File: config.mk
export PLATFORM = sky130hd
export DESIGN_NAME = dreg_univ
export DESIGN_NICKNAME = d
export VERILOG_FILES = /design/src/rtl/dreg_pkg.sv /design/src/rtl/dreg_step.sv /design/src/rtl/dreg_univ.sv
export SDC_FILE = /design/constraint.sdc
export NUM_CORES = 1
export LEC_CHECK = 0
export BUFFER_PORTS_ARGS = -buffer_cell sky130_fd_sc_hd__buf_2
export CAP_MARGIN = 5
export CORE_MARGIN = 10
export CORE_UTILIZATION = 45
export DETAILED_ROUTE_END_ITERATION = 7
export MAX_ROUTING_LAYER = met4
export PLACE_DENSITY = 0.72
export SYNTH_ARGS = -nofsm -noshare
export SYNTH_HDL_FRONTEND = slang
export SYNTH_SLANG_ARGS = --single-unit
File: constraint.sdc
create_clock -name clk -period 1.2 [get_ports clk]
set_input_delay 0 -clock clk [delete_from_list [all_inputs] [get_ports clk]]
set_output_delay 0 -clock clk [all_outputs]
set_load 0.01 [all_outputs]
File: src/rtl/dreg_pkg.sv
// rtl/dreg_pkg.sv - shared opcodes, state encoding and shift-amount helper for dreg_univ
// Contents:
//   OP_NOP..OP_ASR : 3-bit command opcodes
//   state_e        : controller state (ST_IDLE=0, ST_SHIFT=1)
//   sat_amt()      : clamps a requested shift amount to the register width
package dreg_pkg;

  localparam logic [2:0] OP_NOP   = 3'd0;
  localparam logic [2:0] OP_LOAD  = 3'd1;
  localparam logic [2:0] OP_CLEAR = 3'd2;
  localparam logic [2:0] OP_SHL   = 3'd3;
  localparam logic [2:0] OP_SHR   = 3'd4;
  localparam logic [2:0] OP_ROL   = 3'd5;
  localparam logic [2:0] OP_ROR   = 3'd6;
  localparam logic [2:0] OP_ASR   = 3'd7;

  typedef enum logic {
    ST_IDLE  = 1'b0,
    ST_SHIFT = 1'b1
  } state_e;

  // Shifting further than the register width only ever repeats fill bits,
  // so anything larger is clamped to WIDTH steps.
  function automatic int unsigned sat_amt(input int unsigned amt, input int unsigned width);
    return (amt > width) ? width : amt;
  endfunction

endpackage

File: src/rtl/dreg_step.sv
// rtl/dreg_step.sv - combinational single-bit step for shift/rotate opcodes
// Ports:
//   op      in  3      opcode of the running shift/rotate command
//   q       in  WIDTH  current register contents
//   si      in  1      serial input (used by SHL/SHR only)
//   next_q  out WIDTH  register contents after one step
//   next_so out 1      bit leaving the register on this step
module dreg_step
  import dreg_pkg::*;
#(
  parameter int WIDTH = 4
) (
  input  logic [2:0]       op,
  input  logic [WIDTH-1:0] q,
  input  logic             si,
  output logic [WIDTH-1:0] next_q,
  output logic             next_so
);

  always_comb begin
    next_q  = q;
    next_so = 1'b0;
    case (op)
      OP_SHL: begin
        next_q  = {q[WIDTH-2:0], si};
        next_so = q[WIDTH-1];
      end
      OP_SHR: begin
        next_q  = {si, q[WIDTH-1:1]};
        next_so = q[0];
      end
      OP_ROL: begin
        next_q  = {q[WIDTH-2:0], q[WIDTH-1]};
        next_so = q[WIDTH-1];
      end
      OP_ROR: begin
        next_q  = {q[0], q[WIDTH-1:1]};
        next_so = q[0];
      end
      OP_ASR: begin
        // Sign bit is replicated; si plays no part.
        next_q  = {q[WIDTH-1], q[WIDTH-1:1]};
        next_so = q[0];
      end
      default: begin
        next_q  = q;
        next_so = 1'b0;
      end
    endcase
  end

endmodule

File: src/rtl/dreg_univ.sv
// rtl/dreg_univ.sv - WIDTH-bit universal register with load/clear/shift/rotate commands
// Optional build macro: DREG_PARITY_EN adds the registered parity output q_par.
// Ports:
//   clk       in  1      rising-edge clock
//   rst_n     in  1      asynchronous active-low reset
//   cmd_valid in  1      command offered
//   cmd_ready out 1      command accepted this cycle if cmd_valid (high in IDLE)
//   cmd_op    in  3      opcode (NOP, LOAD, CLEAR, SHL, SHR, ROL, ROR, ASR)
//   cmd_amt   in  CNT_W  bit-steps for shift/rotate, saturated to WIDTH
//   d         in  WIDTH  parallel load data
//   si        in  1      serial input, sampled on each SHL/SHR step edge
//   q         out WIDTH  register contents
//   so        out 1      bit shifted/rotated out on the latest step
//   busy      out 1      shift/rotate in progress
//   done      out 1      one-cycle completion pulse per accepted command
//   q_par     out 1      registered XOR-reduce of q (DREG_PARITY_EN only)
module dreg_univ
  import dreg_pkg::*;
#(
  parameter  int WIDTH = 4,
  localparam int CNT_W = $clog2(WIDTH + 1)
) (
  input  logic             clk,
  input  logic             rst_n,
  input  logic             cmd_valid,
  output logic             cmd_ready,
  input  logic [2:0]       cmd_op,
  input  logic [CNT_W-1:0] cmd_amt,
  input  logic [WIDTH-1:0] d,
  input  logic             si,
  output logic [WIDTH-1:0] q,
  output logic             so,
  output logic             busy,
  output logic             done
`ifdef DREG_PARITY_EN
  ,
  output logic             q_par
`endif
);

  state_e           state_q, state_d;
  logic [2:0]       op_q, op_d;
  logic [CNT_W-1:0] cnt_q, cnt_d;
  logic [WIDTH-1:0] q_q, q_d;
  logic             so_q, so_d;
  logic             done_q, done_d;

  logic [CNT_W-1:0] amt_sat;
  logic [WIDTH-1:0] step_q;
  logic             step_so;

  assign amt_sat = CNT_W'(sat_amt(32'(cmd_amt), WIDTH));

  dreg_step #(
    .WIDTH (WIDTH)
  ) u_step (
    .op      (op_q),
    .q       (q_q),
    .si      (si),
    .next_q  (step_q),
    .next_so (step_so)
  );

  always_comb begin
    state_d = state_q;
    op_d    = op_q;
    cnt_d   = cnt_q;
    q_d     = q_q;
    so_d    = so_q;
    done_d  = 1'b0;

    case (state_q)
      ST_IDLE: begin
        if (cmd_valid) begin
          case (cmd_op)
            OP_NOP: begin
              done_d = 1'b1;
            end
            OP_LOAD: begin
              q_d    = d;
              done_d = 1'b1;
            end
            OP_CLEAR: begin
              q_d    = '0;
              done_d = 1'b1;
            end
            default: begin
              // Opcode is latched so mid-shift changes on cmd_op are harmless.
              op_d = cmd_op;
              if (amt_sat == '0) begin
                done_d = 1'b1;
              end else begin
                cnt_d   = amt_sat;
                state_d = ST_SHIFT;
              end
            end
          endcase
        end
      end

      ST_SHIFT: begin
        q_d   = step_q;
        so_d  = step_so;
        cnt_d = cnt_q - CNT_W'(1);
        // The final step edge also raises done, so done never overlaps busy.
        if (cnt_q == CNT_W'(1)) begin
          state_d = ST_IDLE;
          done_d  = 1'b1;
        end
      end

      default: begin
        state_d = ST_IDLE;
      end
    endcase
  end

  always_ff @(posedge clk or negedge rst_n) begin
    if (!rst_n) begin
      state_q <= ST_IDLE;
      op_q    <= OP_NOP;
      cnt_q   <= '0;
      q_q     <= '0;
      so_q    <= 1'b0;
      done_q  <= 1'b0;
    end else begin
      state_q <= state_d;
      op_q    <= op_d;
      cnt_q   <= cnt_d;
      q_q     <= q_d;
      so_q    <= so_d;
      done_q  <= done_d;
    end
  end

  assign q         = q_q;
  assign so        = so_q;
  assign done      = done_q;
  assign cmd_ready = (state_q == ST_IDLE);
  assign busy      = (state_q == ST_SHIFT);

`ifdef DREG_PARITY_EN
  logic par_q;

  // Computed from the next-state value so it lands on the same edge as q.
  always_ff @(posedge clk or negedge rst_n) begin
    if (!rst_n) begin
      par_q <= 1'b0;
    end else begin
      par_q <= ^q_d;
    end
  end

  assign q_par = par_q;
`endif

endmodule

Word-level counts from Yosys, hierarchy flattened
Index checks and enable logic that the tools add are counted.

Output and inout bits: 8. Input port bits: 14. Bits in registers: 13.

Add/subtract/negate cells: 1. Bitwise operators: 2. Magnitude comparators: 1. Equal/unequal tests: 15. Multiplexer cells: 20. Reductions and logical operators: 9.

Operators with widths (count): $pmux 4 s5 (1); $pmux 4 s2 (2); $eq 3x3->1 const B (4); $mux 3 (4); $reduce_and 3->1 (3); $mux 1 (8); $ne 2x2->1 const B (4); $eq 3x1->1 const B (2); $eq 3x2->1 const B (2); $logic_not 3->1 (2); $ne 6x1->1 const B (1); $pmux 1 s2 (3); $pmux 3 s2 (1); $reduce_or 3->1 (2); $ne 5x1->1 const B (1); $mux 4 (1); $reduce_and 4->1 (1); $gt 3x3->1 const B (1); $ne 3x1->1 const B (1); $sub 3x1->3 const B (1); $not 1->1 (2); $reduce_or 2->1 (1).

Longest topological paths before layout
Depth in word-level cells: 7. Mapped depth: 5. Gate-level depth less buffers: 5.

By module
From an unflattened synthesis, not the netlist that was laid out.

Cells, all modules: 93. Area total of the unflattened synthesis: 884.6 um^2.

By module, submodules not included: dreg_univ (seq. area each 325.3 um^2, cells an instance 61, area each 661.9 um^2, times used 1); dreg_step (seq. area each 0.0 um^2, cells an instance 32, area each 222.7 um^2, times used 1).

Worst setup path before layout
No wires, ideal clock.

Kind: register to register. From: register state_q, in the netlist busy. To: register op_q[0]. Period minus slack after synthesis: 1.366 ns. Stages on the path, launching flop included: 5. Setup slack: -0.166 ns. Library setup time: 0.125 ns. Data arrival time: 1.241 ns. Path through: dfrtp_1 buf_4 inv_1 and3_4 mux2_4.

Cells in the longest elaborated chain, start to end: 2.

Ends and longest elaborated chain: start: declaration (RTL line dreg_univ.sv:41) `state_e state_q, state_d;`; start signal: assignment (RTL line dreg_univ.sv:127) `state_q <= state_d;`; $not 1->1 (no line); net cmd_ready (RTL line dreg_univ.sv:26) `output logic cmd_ready,`; $reduce_and 3->1 (no line); end signal: assignment (RTL line dreg_univ.sv:128) `op_q <= op_d;`; end: declaration (RTL line dreg_univ.sv:42) `logic [2:0] op_q, op_d;`.

The timed path passes the listed nets, and every way through them passes these cells. A chain may end at the register's enable or synchronous reset.

Final worst setup path
From: register state_q, in the netlist busy. To: register q_q[1], in the netlist q[1].

Cells in the longest elaborated chain, start to end: 3. Elaborated cells between the ends (all ways): 6. Classes of those cells: 3 x eq/ne; 1 x mux; 1 x bitwise; 1 x reduce/logical.

Ends and longest elaborated chain: $not 1->1 (no line); $ne 3x1->1 (no line) / $ne 2x2->1 (equally long branches); $reduce_and 3->1 (no line); end signal: assignment (RTL line dreg_univ.sv:130) `q_q <= q_d;`; end: declaration (RTL line dreg_univ.sv:44) `logic [WIDTH-1:0] q_q, q_d;`.

Several ways; a longest one is shown, not always the timed one.

==> impl_results.md <==
- Setup-failing EPs final: 6
- Main synth FF type: dfrtp_1
- Inserted Diodes: 0
- H-tree Lvls: 1
- Slew HR: 79.3%
- Synthesized Nets: 111
- Failing checks: setup timing
- Reg2reg setup slack: -0.13 ns
- Element type at the critical path start: flip-flop
- Critical path type: flip-flop to flip-flop
- Mean post-synth cell area: 9.22 um2
- Post-layout min period: 1.33 ns
- Clk_lat worst skew: 0.28 ns
- Worst path max stage delay: 0.45 ns
- Number of synthesized flops with an enable pin: 0
- Final Cycle Share: 110%
- Hold Path Class: primary input to flip-flop
- Switching part of the total: 44.2%
- Clock root cell: clkbuf_4
- Number of remaining DRC errors: 0
- Starting Density: 49.1%
- Drt wl/cell: 17.3 um
- Net Switching: 1.51 mW
- Total CTS buffers: 3
- CP required: 1.40 ns
- Placed Cells: 147
- Synth Instances: 95
- RSZ-0062 raised after global routing: yes
- Worst reg2reg startpoint: busy$_DFF_PN0_
- Vert. Die Dim: 64.1 um
- Library cells used by synthesis: 35
- First-pass GRT wire length: 4350 um
- Count of state elements after synthesis: 13
- Routability congestion estimate: 0.849
- Commonest cells in the netlist: dfrtp_1 (13), o21ai_0 (9), a21oi_1 (8), nand2_1 (7), inv_1 (6)
- I/O Pins: 22
- Pins Over Slew Limit: 0
- GRT Total Usage: 13.5%
- Hold Vio Cnt, Final: 0
- Post-DP HPWL: 1750 um
- Critical path startpoint: busy$_DFF_PN0_
- Core Util, Final: 69.7%
- Row cnt: 15
- Remaining Overflow, GRT: 0
- Ys Warns: 0
- IO Port Bufs: 21
- Static leakage: 0.575 nW
- Clk_skew: 0.00225 ns
- Status: finished with violations
- Clock transition at path regs: 0.08 ns
- CTS Sinks: 13
- Fillers: 147
- Routed Antenna Nets: 0
- Area grow syn2layout: 41.9%
- Initial antenna violation count: 0
- Initial DRC count: 37
- Crit. End Element: flip-flop
- Final Non-Filler Cells: 157
- Largest net degree at the start of global routing: 14
- Dominant cell type by area after synthesis: dfrtp_1
- Layout cells sized above 1: 46.2%
- Critical-path top delay cell: dfrtp_2
- Drt first pass iters: 4
- Area share of the largest cell type after synthesis: 37.1%
- Die width: 64.1 um
- Cell Area, Synth: 876 um2
- CTS tree: built
- Int Pwr: 1.90 mW
- Power share of the clock group: 8.3%
- Core Box Area: 1780 um2
- Worst setup margin: -0.125 ns
- PwrDens: 2750 nW/um2
- Full die area: 4110 um2
- Vias in the first global route: 924
- Design area: 1240 um2
- Async SR Flop Fraction: 100%
- Sequential-to-total area share from yosys stat: 37.1%
- Reg power frac: 30.0%
- Critical path fanouts, max: 4
- Hold_sp: cmd_valid
- Worst slack, placed: -0.0769 ns
- Worst-Margin Slew: 0.310 ns
- CP arrival: 1.53 ns
- Synth top area cells: dfrtp_1 (37%), o21ai_0 (5.1%), mux2_4 (5.1%)
- Total number of vias: 896
- Final WL: 2710 um
- Max-cap violations: 0
- NumNets Final: 149
- Clock Path Buffers: 2
- Most common cell in the synthesized netlist: dfrtp_1
- Comb power frac: 61.7%
- Critical-path cell list: nor3b_4 > buf_4 > a22o_4 > nor2_4 > a31oi_4
- Area after DPL: 1060 um2
- Vias per cell: 5.71
- Maximum vdd ir drop: 0.00153 V
- Fmax: 755 MHz
flip-flops by register name (all words and copies together), names as in the netlist:
signal	cells
cnt_q	3
q	4
op_q	3
so	1
busy	1
done	1
layer usage:
layer | GRT usage (%) | routed length [um] | vias up
met5 | - | 0 | -
met3 | 3.48 | 140 | 11
li1 | - | - | 420
met2 | 23.3 | 1400 | 39
met1 | 14.1 | 1050 | 426
met4 | 6.15 | 119 | 0
worst max-delay path: cells and delay by family, from the launching register on:
family / cells / cell delay, ns
AOI/OAI and AO/OA: 2 / 0.34
DFF: 1 / 0.45
buffers and inverters: 1 / 0.15
and+or+nand+nor: 2 / 0.31
power by group through the flow:
stage	registers, mW	logic, mW	clock network (mW)
after floorplan	0.910	1.12	0
after global placement	0.949	1.66	0
after detailed placement	0.967	1.70	0
after CTS	0.982	1.74	0.284
after global routing	1.06	2.30	0.319
final	1.02	2.11	0.284
metrics by stage:
| stage | power (mW) | setup TNS, ns | hold WS (ns) |
|---|---|---|---|
| floorplan | 2.03 | -0.180 | -0.296 |
| global placement | 2.61 | -0.121 | -0.0898 |
| detailed placement | 2.67 | -0.256 | -0.0893 |
| CTS | 3.00 | -0.264 | 0.0169 |
| global route | 3.68 | -0.692 | 0.0423 |
| finish | 3.41 | -0.461 | 0.0197 |
final cells by class:
cell class | instances | area [um2] | share of cell area, %
flip-flops and latches | 13 | 330 | 26.6
multi-input cells | 71 | 579 | 46.6
inverters | 6 | 25.0 | 2.01
clock buffers | 4 | 26.3 | 2.11
repair buffers | 38 | 250 | 20.1
well taps | 25 | 31.3 | 2.52
final timing paths:
path,to,cells past startpoint
setup / recovery,q[1]$_DFFE_PN0P_,5
hold / removal,done$_DFF_PN0_,3
setup reg to reg,q[1]$_DFFE_PN0P_,5
hold reg to reg,so$_DFFE_PN0P_,2
max in group asynchronous,busy$_DFF_PN0_,2
min in group asynchronous,op_q[1]$_DFFE_PN0P_,2
kinds of logic (layout without fill, tap and decap cells):
logic type               after synthesis  count (layout)  share of synthesized area, %
AO/OA/AOI/OAI                         34              34                          25.0
XOR/XNOR                               3               3                          3.00
adder cells (fa/ha/maj)                2               2                          2.86
buffers and inverters                 11              48                          6.29
flip-flops                            13              13                          37.1
multiplexers                           6               6                          8.57
AND/OR/NAND/NOR                       26              26                          17.1
placed cells by master, fill, tap and decap left out, drive strengths merged:
master       netlist  routed
a211oi             2       2
a21boi             1       1
a21o               2       2
a21oi              8       8
a221oi             3       3
a222oi             1       1
a22o               3       3
a22oi              1       1
a31oi              2       2
and2               1       1
and3               3       3
buf                4      35
clkbuf             1       4
dfrtp             13      13
dlygate4sd3        0       3
ha                 2       2
inv                6       6
mux2               3       3
mux2i              3       3
nand2              7       7
nand2b             2       2
nand3b             1       1
nor2               5       5
nor2b              3       3
nor3               2       2
nor3b              1       1
o21ai              9       9
o22ai              2       2
or3                1       1
xnor2              2       2
xor2               1       1
repair_timing:
action	4_1_cts	5_1_grt
pin swaps	1	5
hold buffers	3	0
cloned	0	0
setup buffers	0	3
setup endpoints to repair	7	11
endpoints found under the hold margin	15	0
resized for setup	6	18
(Power assumes the default switching activity.)
